--- src/rtl/multicycle_ctrl_if.sv ---
// Shared instruction/data memory port handshake between the control FSM and the memory.
// The controller drives the request side and the memory answers with mem_ready.
interface multicycle_ctrl_if;
   logic mem_req;
   logic mem_we;
   logic mem_addr_sel;
   logic mem_ready;

   modport master (
      output mem_req,
      output mem_we,
      output mem_addr_sel,
      input  mem_ready
   );

   modport slave (
      input  mem_req,
      input  mem_we,
      input  mem_addr_sel,
      output mem_ready
   );
endinterface

--- src/rtl/multicycle_ctrl.sv ---
// Multi-cycle RV32I control FSM: sequences the shared memory port, ALU and register file,
// decodes the instruction type into registered one-hot flags and traps on illegal/timeout.
module multicycle_ctrl #(
   parameter int unsigned TIMEOUT_CYCLES  = 255,
   parameter bit          TRAP_ON_ILLEGAL = 1'b1
) (
   input  logic              clk,
   input  logic              rst_n,
   multicycle_ctrl_if.master mem,
   input  logic [31:0]       instr,
   input  logic              branch_taken,
   output logic [2:0]        state,
   output logic              ir_we,
   output logic              pc_we,
   output logic [1:0]        pc_sel,
   output logic              reg_we,
   output logic [1:0]        wb_sel,
   output logic              isLUI,
   output logic              isAUIPC,
   output logic              isJAL,
   output logic              isJALR,
   output logic              isBranch,
   output logic              isLoad,
   output logic              isStore,
   output logic              isALUimm,
   output logic              isALU,
   output logic              retire,
   output logic              trap,
   output logic [1:0]        trap_cause
);

   typedef enum logic [2:0] {
      StBoot   = 3'd0,
      StFetch  = 3'd1,
      StDecode = 3'd2,
      StExec   = 3'd3,
      StMem    = 3'd4,
      StWb     = 3'd5,
      StTrap   = 3'd6
   } state_e;

   localparam int unsigned FlLui    = 8;
   localparam int unsigned FlAuipc  = 7;
   localparam int unsigned FlJal    = 6;
   localparam int unsigned FlJalr   = 5;
   localparam int unsigned FlBranch = 4;
   localparam int unsigned FlLoad   = 3;
   localparam int unsigned FlStore  = 2;
   localparam int unsigned FlAluImm = 1;
   localparam int unsigned FlAlu    = 0;

   // Wide enough to hold TIMEOUT_CYCLES-1, the last waiting count before the trap.
   localparam int unsigned CntW = (TIMEOUT_CYCLES > 1) ? $clog2(TIMEOUT_CYCLES) : 1;

   state_e            state_q, state_d;
   logic [8:0]        flags_q, flags_d;
   logic [1:0]        cause_q, cause_d;
   logic [CntW-1:0]   wait_q, wait_d;

   logic [8:0]        dec;
   logic              illegal;
   logic              timeout;
   logic              mem_req, mem_we, mem_addr_sel;
   logic              unused_instr;

   assign unused_instr = ^instr[31:12];

   always_comb begin
      dec     = '0;
      illegal = 1'b0;
      unique case (instr[6:0])
         7'b0110111: dec[FlLui]    = 1'b1;
         7'b0010111: dec[FlAuipc]  = 1'b1;
         7'b1101111: dec[FlJal]    = 1'b1;
         7'b1100111: dec[FlJalr]   = 1'b1;
         7'b1100011: dec[FlBranch] = 1'b1;
         7'b0000011: dec[FlLoad]   = 1'b1;
         7'b0100011: dec[FlStore]  = 1'b1;
         7'b0010011: dec[FlAluImm] = 1'b1;
         7'b0110011: dec[FlAlu]    = 1'b1;
         7'b0001111: dec           = '0;
         default:    illegal       = 1'b1;
      endcase
   end

   assign timeout = (TIMEOUT_CYCLES != 0) && (32'(wait_q) == TIMEOUT_CYCLES - 1);

   always_comb begin
      state_d      = state_q;
      flags_d      = flags_q;
      cause_d      = cause_q;
      wait_d       = '0;
      ir_we        = 1'b0;
      pc_we        = 1'b0;
      pc_sel       = 2'd0;
      reg_we       = 1'b0;
      wb_sel       = 2'd0;
      retire       = 1'b0;
      mem_req      = 1'b0;
      mem_we       = 1'b0;
      mem_addr_sel = 1'b0;

      unique case (state_q)
         StBoot: state_d = StFetch;
         StFetch: begin
            mem_req = 1'b1;
            if (mem.mem_ready) begin
               ir_we   = 1'b1;
               state_d = StDecode;
            end else if (timeout) begin
               state_d = StTrap;
               cause_d = 2'd2;
            end else begin
               wait_d = CntW'(wait_q + 1'b1);
            end
         end
         StDecode: begin
            flags_d = dec;
            if (illegal && TRAP_ON_ILLEGAL) begin
               state_d = StTrap;
               cause_d = 2'd1;
            end else begin
               state_d = StExec;
            end
         end
         StExec: begin
            if (flags_q[FlLoad] || flags_q[FlStore]) begin
               state_d = StMem;
            end else if (flags_q[FlBranch] || flags_q == '0) begin
               // Branches and NOPs finish here without a writeback cycle.
               pc_we   = 1'b1;
               pc_sel  = {1'b0, flags_q[FlBranch] & branch_taken};
               retire  = 1'b1;
               state_d = StFetch;
            end else begin
               state_d = StWb;
            end
         end
         StMem: begin
            mem_req      = 1'b1;
            mem_addr_sel = 1'b1;
            mem_we       = flags_q[FlStore];
            if (mem.mem_ready) begin
               if (flags_q[FlStore]) begin
                  pc_we   = 1'b1;
                  retire  = 1'b1;
                  state_d = StFetch;
               end else begin
                  state_d = StWb;
               end
            end else if (timeout) begin
               state_d = StTrap;
               cause_d = 2'd2;
            end else begin
               wait_d = CntW'(wait_q + 1'b1);
            end
         end
         StWb: begin
            reg_we  = |instr[11:7];
            pc_we   = 1'b1;
            retire  = 1'b1;
            state_d = StFetch;
            if (flags_q[FlLoad]) begin
               wb_sel = 2'd1;
            end else if (flags_q[FlJal] || flags_q[FlJalr]) begin
               wb_sel = 2'd2;
            end else if (flags_q[FlLui]) begin
               wb_sel = 2'd3;
            end
            if (flags_q[FlJal]) begin
               pc_sel = 2'd1;
            end else if (flags_q[FlJalr]) begin
               pc_sel = 2'd2;
            end
         end
         StTrap: state_d = StTrap;
         default: state_d = StBoot;
      endcase
   end

   always_ff @(posedge clk or negedge rst_n) begin
      if (!rst_n) begin
         state_q <= StBoot;
         flags_q <= '0;
         cause_q <= 2'd0;
         wait_q  <= '0;
      end else begin
         state_q <= state_d;
         flags_q <= flags_d;
         cause_q <= cause_d;
         wait_q  <= wait_d;
      end
   end

   assign state            = state_q;
   assign trap             = (state_q == StTrap);
   assign trap_cause       = cause_q;
   assign mem.mem_req      = mem_req;
   assign mem.mem_we       = mem_we;
   assign mem.mem_addr_sel = mem_addr_sel;
   assign {isLUI, isAUIPC, isJAL, isJALR, isBranch, isLoad, isStore, isALUimm, isALU} = flags_q;

endmodule
--- src/flat_wrapper.sv ---
// flat-port wrapper written by rule: the top's interface ports become plain ports
module multicycle_ctrl_flat 
#(
   parameter int unsigned TIMEOUT_CYCLES  = 255,
   parameter bit          TRAP_ON_ILLEGAL = 1'b1
)
  (clk, rst_n, instr, branch_taken, state, ir_we, pc_we, pc_sel, reg_we, wb_sel, isLUI, isAUIPC, isJAL, isJALR, isBranch, isLoad, isStore, isALUimm, isALU, retire, trap, trap_cause, mem_mem_req, mem_mem_we, mem_mem_addr_sel, mem_mem_ready);
  multicycle_ctrl_if mem_i ();
  input  logic clk;
  input  logic rst_n;
  input  logic [31:0] instr;
  input  logic branch_taken;
  output logic [2:0] state;
  output logic ir_we;
  output logic pc_we;
  output logic [1:0] pc_sel;
  output logic reg_we;
  output logic [1:0] wb_sel;
  output logic isLUI;
  output logic isAUIPC;
  output logic isJAL;
  output logic isJALR;
  output logic isBranch;
  output logic isLoad;
  output logic isStore;
  output logic isALUimm;
  output logic isALU;
  output logic retire;
  output logic trap;
  output logic [1:0] trap_cause;
  output wire logic [$bits(mem_i.mem_req)-1:0] mem_mem_req;
  output wire logic [$bits(mem_i.mem_we)-1:0] mem_mem_we;
  output wire logic [$bits(mem_i.mem_addr_sel)-1:0] mem_mem_addr_sel;
  input wire logic [$bits(mem_i.mem_ready)-1:0] mem_mem_ready;
  assign mem_mem_req = mem_i.mem_req;
  assign mem_mem_we = mem_i.mem_we;
  assign mem_mem_addr_sel = mem_i.mem_addr_sel;
  assign mem_i.mem_ready = mem_mem_ready;
  multicycle_ctrl #(.TIMEOUT_CYCLES(TIMEOUT_CYCLES), .TRAP_ON_ILLEGAL(TRAP_ON_ILLEGAL)) u_core (.clk(clk), .rst_n(rst_n), .mem(mem_i), .instr(instr), .branch_taken(branch_taken), .state(state), .ir_we(ir_we), .pc_we(pc_we), .pc_sel(pc_sel), .reg_we(reg_we), .wb_sel(wb_sel), .isLUI(isLUI), .isAUIPC(isAUIPC), .isJAL(isJAL), .isJALR(isJALR), .isBranch(isBranch), .isLoad(isLoad), .isStore(isStore), .isALUimm(isALUimm), .isALU(isALU), .retire(retire), .trap(trap), .trap_cause(trap_cause));
endmodule
--- config.mk ---
export PLATFORM = sky130hd
export DESIGN_NAME = multicycle_ctrl_flat
export DESIGN_NICKNAME = d
export VERILOG_FILES = /design/src/rtl/multicycle_ctrl_if.sv /design/src/rtl/multicycle_ctrl.sv /design/src/flat_wrapper.sv
export SDC_FILE = /design/constraint.sdc
export NUM_CORES = 1
export LEC_CHECK = 0
export ABC_AREA = 1
export CORE_MARGIN = 4
export CORE_UTILIZATION = 35
export CTS_BUF_LIST = sky130_fd_sc_hd__clkbuf_16
export DETAILED_ROUTE_END_ITERATION = 10
export PLACE_DENSITY = 0.72
export SLEW_MARGIN = 20
export SYNTH_ARGS = -nofsm -noshare
export SYNTH_HDL_FRONTEND = slang
export SYNTH_SLANG_ARGS = --single-unit
--- constraint.sdc ---
create_clock -name clk -period 1.3 [get_ports clk]
set_input_delay 0.195 -clock clk [delete_from_list [all_inputs] [get_ports clk]]
set_output_delay 0.195 -clock clk [all_outputs]
set_load 0.05 [all_outputs]
### Word-level counts from Yosys, hierarchy flattened

Index checks and enable logic that the tools add are counted.

| operators by class | value |
|---|---|
| add/subtract/negate cells | 1 |
| equal/unequal tests | 20 |
| multiplexer cells | 44 |
| bitwise gates (word level) | 1 |
| reduce and logical (&&, ||, !) cells | 11 |

Operator list:

| cell | count |
|---|---|
| two-way mux 8 bit | 3 |
| equality test 7 x 6 -> 1 bit, second input constant | 3 |
| equality test 7 bit, second input constant | 3 |
| two-way mux 3 bit | 7 |
| two-way mux 1 bit | 20 |
| two-way mux 2 bit | 10 |
| one-hot mux 3 bit (6 select lines) | 1 |
| equality test 7 x 5 -> 1 bit, second input constant | 2 |
| OR reduction 10 bit | 1 |
| equality test 3 bit, second input constant | 3 |
| zero test 9 bit | 1 |
| adder 8 x 1 -> 8 bit, second input constant | 1 |
| equality test 8 bit, second input constant | 1 |
| one-hot mux 2 bit (2 select lines) | 2 |
| equality test 7 x 2 -> 1 bit, second input constant | 1 |
| equality test 7 x 4 -> 1 bit, second input constant | 1 |
| equality test 3 x 2 -> 1 bit, second input constant | 2 |
| OR reduction 5 bit | 1 |
| inequality test 2 bit, second input constant | 2 |
| AND reduction 4 bit | 1 |
| OR reduction 2 bit | 2 |
| equality test 3 x 1 -> 1 bit, second input constant | 1 |
| zero test 3 bit | 1 |
| logical OR 1 bit | 3 |
| 4 further kinds | 4 |

| storage, ports and cells | value |
|---|---|
| register bits | 22 |
| input bits | 36 |
| output and inout bits | 26 |
| word-level logic and storage cells | 81 |

### Logic depth before layout (Yosys ltp)

| depth | value |
|---|---|
| word-level depth | 5 |
| gate-level depth with buffers | 9 |
| mapped depth without buffers | 9 |

### Least setup slack after synthesis

OpenSTA, ideal clock, no wires.

| path | value |
|---|---|
| kind | register -> output |
| from | reg u_core.flags_q[6] |
| to | out retire |
| arrival | 2.543 ns |
| required time | 1.105 ns |
| slack | -1.438 ns |
| cell stages (with the launch flop) | 7 |
| buffers on the path | 1 |
| cell sequence | dfrtp_1 > inv_1 > nand3_1 > nor2_1 > o21ai_0 > o21ai_0 > buf_4 |

| between the ends | value |
|---|---|
| cells in the longest elaborated chain, start to end | 5 |

RTL lines:

| element | RTL line | RTL |
|---|---|---|
| start: declaration | multicycle_ctrl.sv:56 | `logic [8:0] flags_q, flags_d;` |
| start signal: assignment | multicycle_ctrl.sv:189 | `flags_q <= flags_d;` |
| zero test 9 bit | multicycle_ctrl.sv:129 | `end else if (flags_q[FlBranch] \|\| flags_q == '0) begin` |
| logical OR 1 bit | multicycle_ctrl.sv:129 |  |
| two-way mux 1 bit (2 in a row) | n/a |  |
| one-hot mux 1 bit (3 select lines) | n/a |  |
| end: declaration | flat_wrapper.sv:28 | `output logic retire;` |

Every way passes these cells.

### Worst setup path after layout

| path | value |
|---|---|
| from | reg u_core.state_q[1], in the netlist u_core.state[1] |
| to | out retire |

| between the ends | value |
|---|---|
| cells in the longest elaborated chain, start to end | 2 |
| elaborated cells on any way between the ends | 4 |
| classes of those cells | eq/ne: 3; mux: 1 |

RTL lines:

| element | RTL line | RTL |
|---|---|---|
| start: declaration | multicycle_ctrl.sv:55 | `state_e state_q, state_d;` |
| start signal: assignment | multicycle_ctrl.sv:183 | `state_q <= StBoot;` |
| start signal: assignment | multicycle_ctrl.sv:188 | `state_q <= state_d;` |
| equality test 3 bit or equality test 3 x 2 -> 1 bit (tied branches) | multicycle_ctrl.sv:103 | `unique case (state_q)` |
| one-hot mux 1 bit (3 select lines) * | multicycle_ctrl.sv:103 |  |

Every way passes the cells marked *; elsewhere a longest branch is shown, timed or not.

==> metrics.cfg <==
[status]
status=complete, but fails checks
violations=negative setup slack

[placed_design]
port_buffers=41
place_congestion=0.866
dp_hpwl_mm=3.14
placed_area_sq_um=2520

[yosys]
yosysWarnings=0
syn_inst=176
synth_top_area_share_pct=41.0
synth-seq-cells=22
yosysSeqAreaShare_pct=41.0
avgSynthCellArea_sq_um=7.62
synth_area_sq_um=1340
yosysTopAreaCell=dfrtp_1
synthDistinctLibCells=26
ys_top_cells_by_area=dfrtp_1 41%, nand2_1 9.0%, nor2_1 7.3%, inv_1 7.0%, nand3_1 6.7%
syn_nets=214

[clocking]
hold_buffers=0
cts_buffer_depth=2
path_clk_slew_ns=0.06
cts_tree=done
clock_sinks=22
clock_latency_ns=0.25
clockRootBuffer=clkbuf_16
cts_made_buffers=3
htree_levels=1

[detailed_routing]
dr.first_iter.drc_count=49
wirelength_mm=4.79
first_pass_iters=4
drtAntennaViolNets=0
drc=0
via_per_inst=4.86
avgRoutedWirePerCell_um=14.8
routed-via-count=1570

[setup_path]
slowest_stage=dfrtp_2
crit_fanout=3
cp_common_cell=nor2_4
cp_top_family=flip-flops
ff2ff_setup_slack_ns=-0.25
worst_ep_required_time_ns=1.11
crit_arrival_ns=1.50
cp_num_buf_inv=3
start_kind=register
path_cells=nor2_4, inv_2, nor2_4, buf_6, a31oi_4, o21ai_4, buf_12
endpoint_kind=output port
r2r-end=u_core.wait_q[5]
crit_type=reg -> out
reg2reg_depth=9
r2r-start=u_core.state[1]
critPathMaxStageDelay_ns=0.45

[timing]
setup_viol=34
worst_hold_slack_ns=0.296
hold_viol=0
fin_skew_ns=0.00198
postLayoutSetupSlackWorst_ns=-0.397
rsz0062_at_grt=yes
maxSlewHeadroom_pct=78.5
period_share_pct=131
tightest_slew_ns=0.321
clock.fmax_ghz=0.589
fin_crit_ns=1.70
drv_slew=0
tns_ns=-6.73

[grt]
grt_max_degree=23
grt_remaining_overflow=0
grtUsageTotal_pct=19.2
grt_pass1_wl_mm=7.56
grt_pass1_vias=1650
antenna_found_initial=0

[final_layout]
drive_gt1_share_pct=53.5
diodes=0
post-route-util_pct=76.7
nNetsFinal=314
final_area_sq_um=2830
syn2layout_area_growth_pct=111
num-fill-cells=239

[hold_path]
hold_class=in -> async

[floorplan]
die_y_um=69.9
dieArea_sq_um=4890
std_cell_rows=22
die_w_um=69.9
io_pins=62
coreArea_sq_um=3690
start_util_pct=36.4

[power_and_ir_drop]
leakage_nw=1.28
powerDensity_nw_per_um2=1790
peakVddDrop_v=0.000894
total_power_w=0.00507

[flow_run]
maxCapViolCount=0

## placed cells by master, fill, tap and decap left out, drive strengths merged
cell type | netlist | layout
nand2 | 33 | 33
nor3 | 4 | 4
ha | 2 | 2
o21ai | 11 | 11
nand4 | 7 | 7
nand3b | 1 | 1
xor2 | 3 | 3
inv | 31 | 30
o31ai | 2 | 2
a31oi | 2 | 2
o41ai | 1 | 1
dfrtp | 22 | 22
clkdlybuf4s50 | 0 | 15
buf | 2 | 82
or2 | 1 | 1
a21oi | 2 | 2
o22ai | 1 | 1
clkbuf | 0 | 3
clkinv | 0 | 1
nor2 | 29 | 29
clkinvlp | 0 | 1
nor3b | 3 | 3
nand3 | 19 | 19
## kinds of logic (layout without fill, tap and decap cells)
kind of cell | Yosys count | after routing | synth area share [%]
flip-flops | 22 | 22 | 41.0
buffers and inverters | 33 | 132 | 10.1
AND/OR/NAND/NOR | 97 | 97 | 37.0
AO/OA/AOI/OAI | 19 | 19 | 8.02
XOR/XNOR | 3 | 3 | 1.96
adder cells (fa/ha/maj) | 2 | 2 | 1.87
## worst reg2reg max path, stage by stage, from the launching register on
cell	delay [ns]
dfrtp_2	0.45
nor2_4	0.12
inv_2	0.07
buf_4	0.14
nor2_4	0.14
inv_4	0.07
nand2_8	0.08
buf_6	0.10
nand3_4	0.13
nor3b_2	0.18
## registers in the layout, indices dropped and copies added (netlist names)
signal,flops
u_core.trap_cause,2
u_core.flags_q,9
u_core.wait_q,8
u_core.state,3
## routing by layer
metal	global-route usage (%)	part of all wire [%]	vias up
met5	0	0	-
met4	6.38	1.4	0
met3	2.73	3.0	7
met2	36.5	55	33
met1	21.5	40	762
li1	-	-	768
## through the flow
| step | setup WS, ns | std cells |
|---|---|---|
| final | -0.397 | 323 |
| after global routing | -0.425 | 323 |
| after CTS | -0.353 | 319 |
| after detailed placement | -0.331 | 313 |
| after global placement | -0.287 | 313 |
| after floorplan | -0.474 | 176 |
## cell usage after synthesis
| library cell | count |
|---|---|
| nand4_2 | 1 |
| nor3_1 | 3 |
| o41ai_1 | 1 |
| o22ai_1 | 1 |
| nand3_1 | 18 |
| nor2_1 | 26 |
| nand2_4 | 1 |
| a31oi_1 | 2 |
| nor3_2 | 1 |
| a21oi_1 | 2 |
| nor2_4 | 3 |
| nor3b_2 | 3 |
| o31ai_1 | 2 |
| nand3_4 | 1 |
| nand2_1 | 32 |
| buf_6 | 1 |
| or2_2 | 1 |
| xor2_1 | 3 |
| buf_4 | 1 |
| ha_1 | 2 |
| inv_2 | 6 |
| nand4_1 | 6 |
| o21ai_0 | 11 |
| inv_1 | 25 |
| nand3b_1 | 1 |
| dfrtp_1 | 22 |
## final cells by class
type,instances,area (sq um),share of cell area (%)
timing repair buffer,97,1140,40.5
multi-input combinational,121,860,30.4
sequential,22,561,19.8
inverter,31,125,4.42
clock buffer,3,75.1,2.65
tap,48,60.1,2.12
clock inverter,1,3.75,0.133
## worst max path at each step
stage               cells after the start       startpoint              endpoint  slack [ns]
global route                            7  u_core.state[1]                retire       -0.43
finish                                  7  u_core.state[1]                retire       -0.40
floorplan                               8  u_core.state[2]      u_core.wait_q[2]       -0.47
CTS                                     7  u_core.state[1]            mem_mem_we       -0.35
detailed placement                      7         instr[5]  u_core.trap_cause[1]       -0.33
global placement                        5         instr[8]                reg_we       -0.29
## timing repair
| action | in CTS | in global routing |
|---|---|---|
| gates cloned | 1 | 0 |
| gates resized for setup | 34 | 10 |
| pin swaps | 7 | 4 |
| setup endpoints to repair | 34 | 35 |
| setup buffers | 1 | 4 |
## where the power goes
group	internal [W]	leakage, nW	switching (W)	total (W)
logic	0.00167	0.957	0.00183	0.00350
clock network	0.000411	0.0385	0.000251	0.000662
registers	0.000793	0.288	0.000114	0.000907
Power figures use the tool's default switching activity.
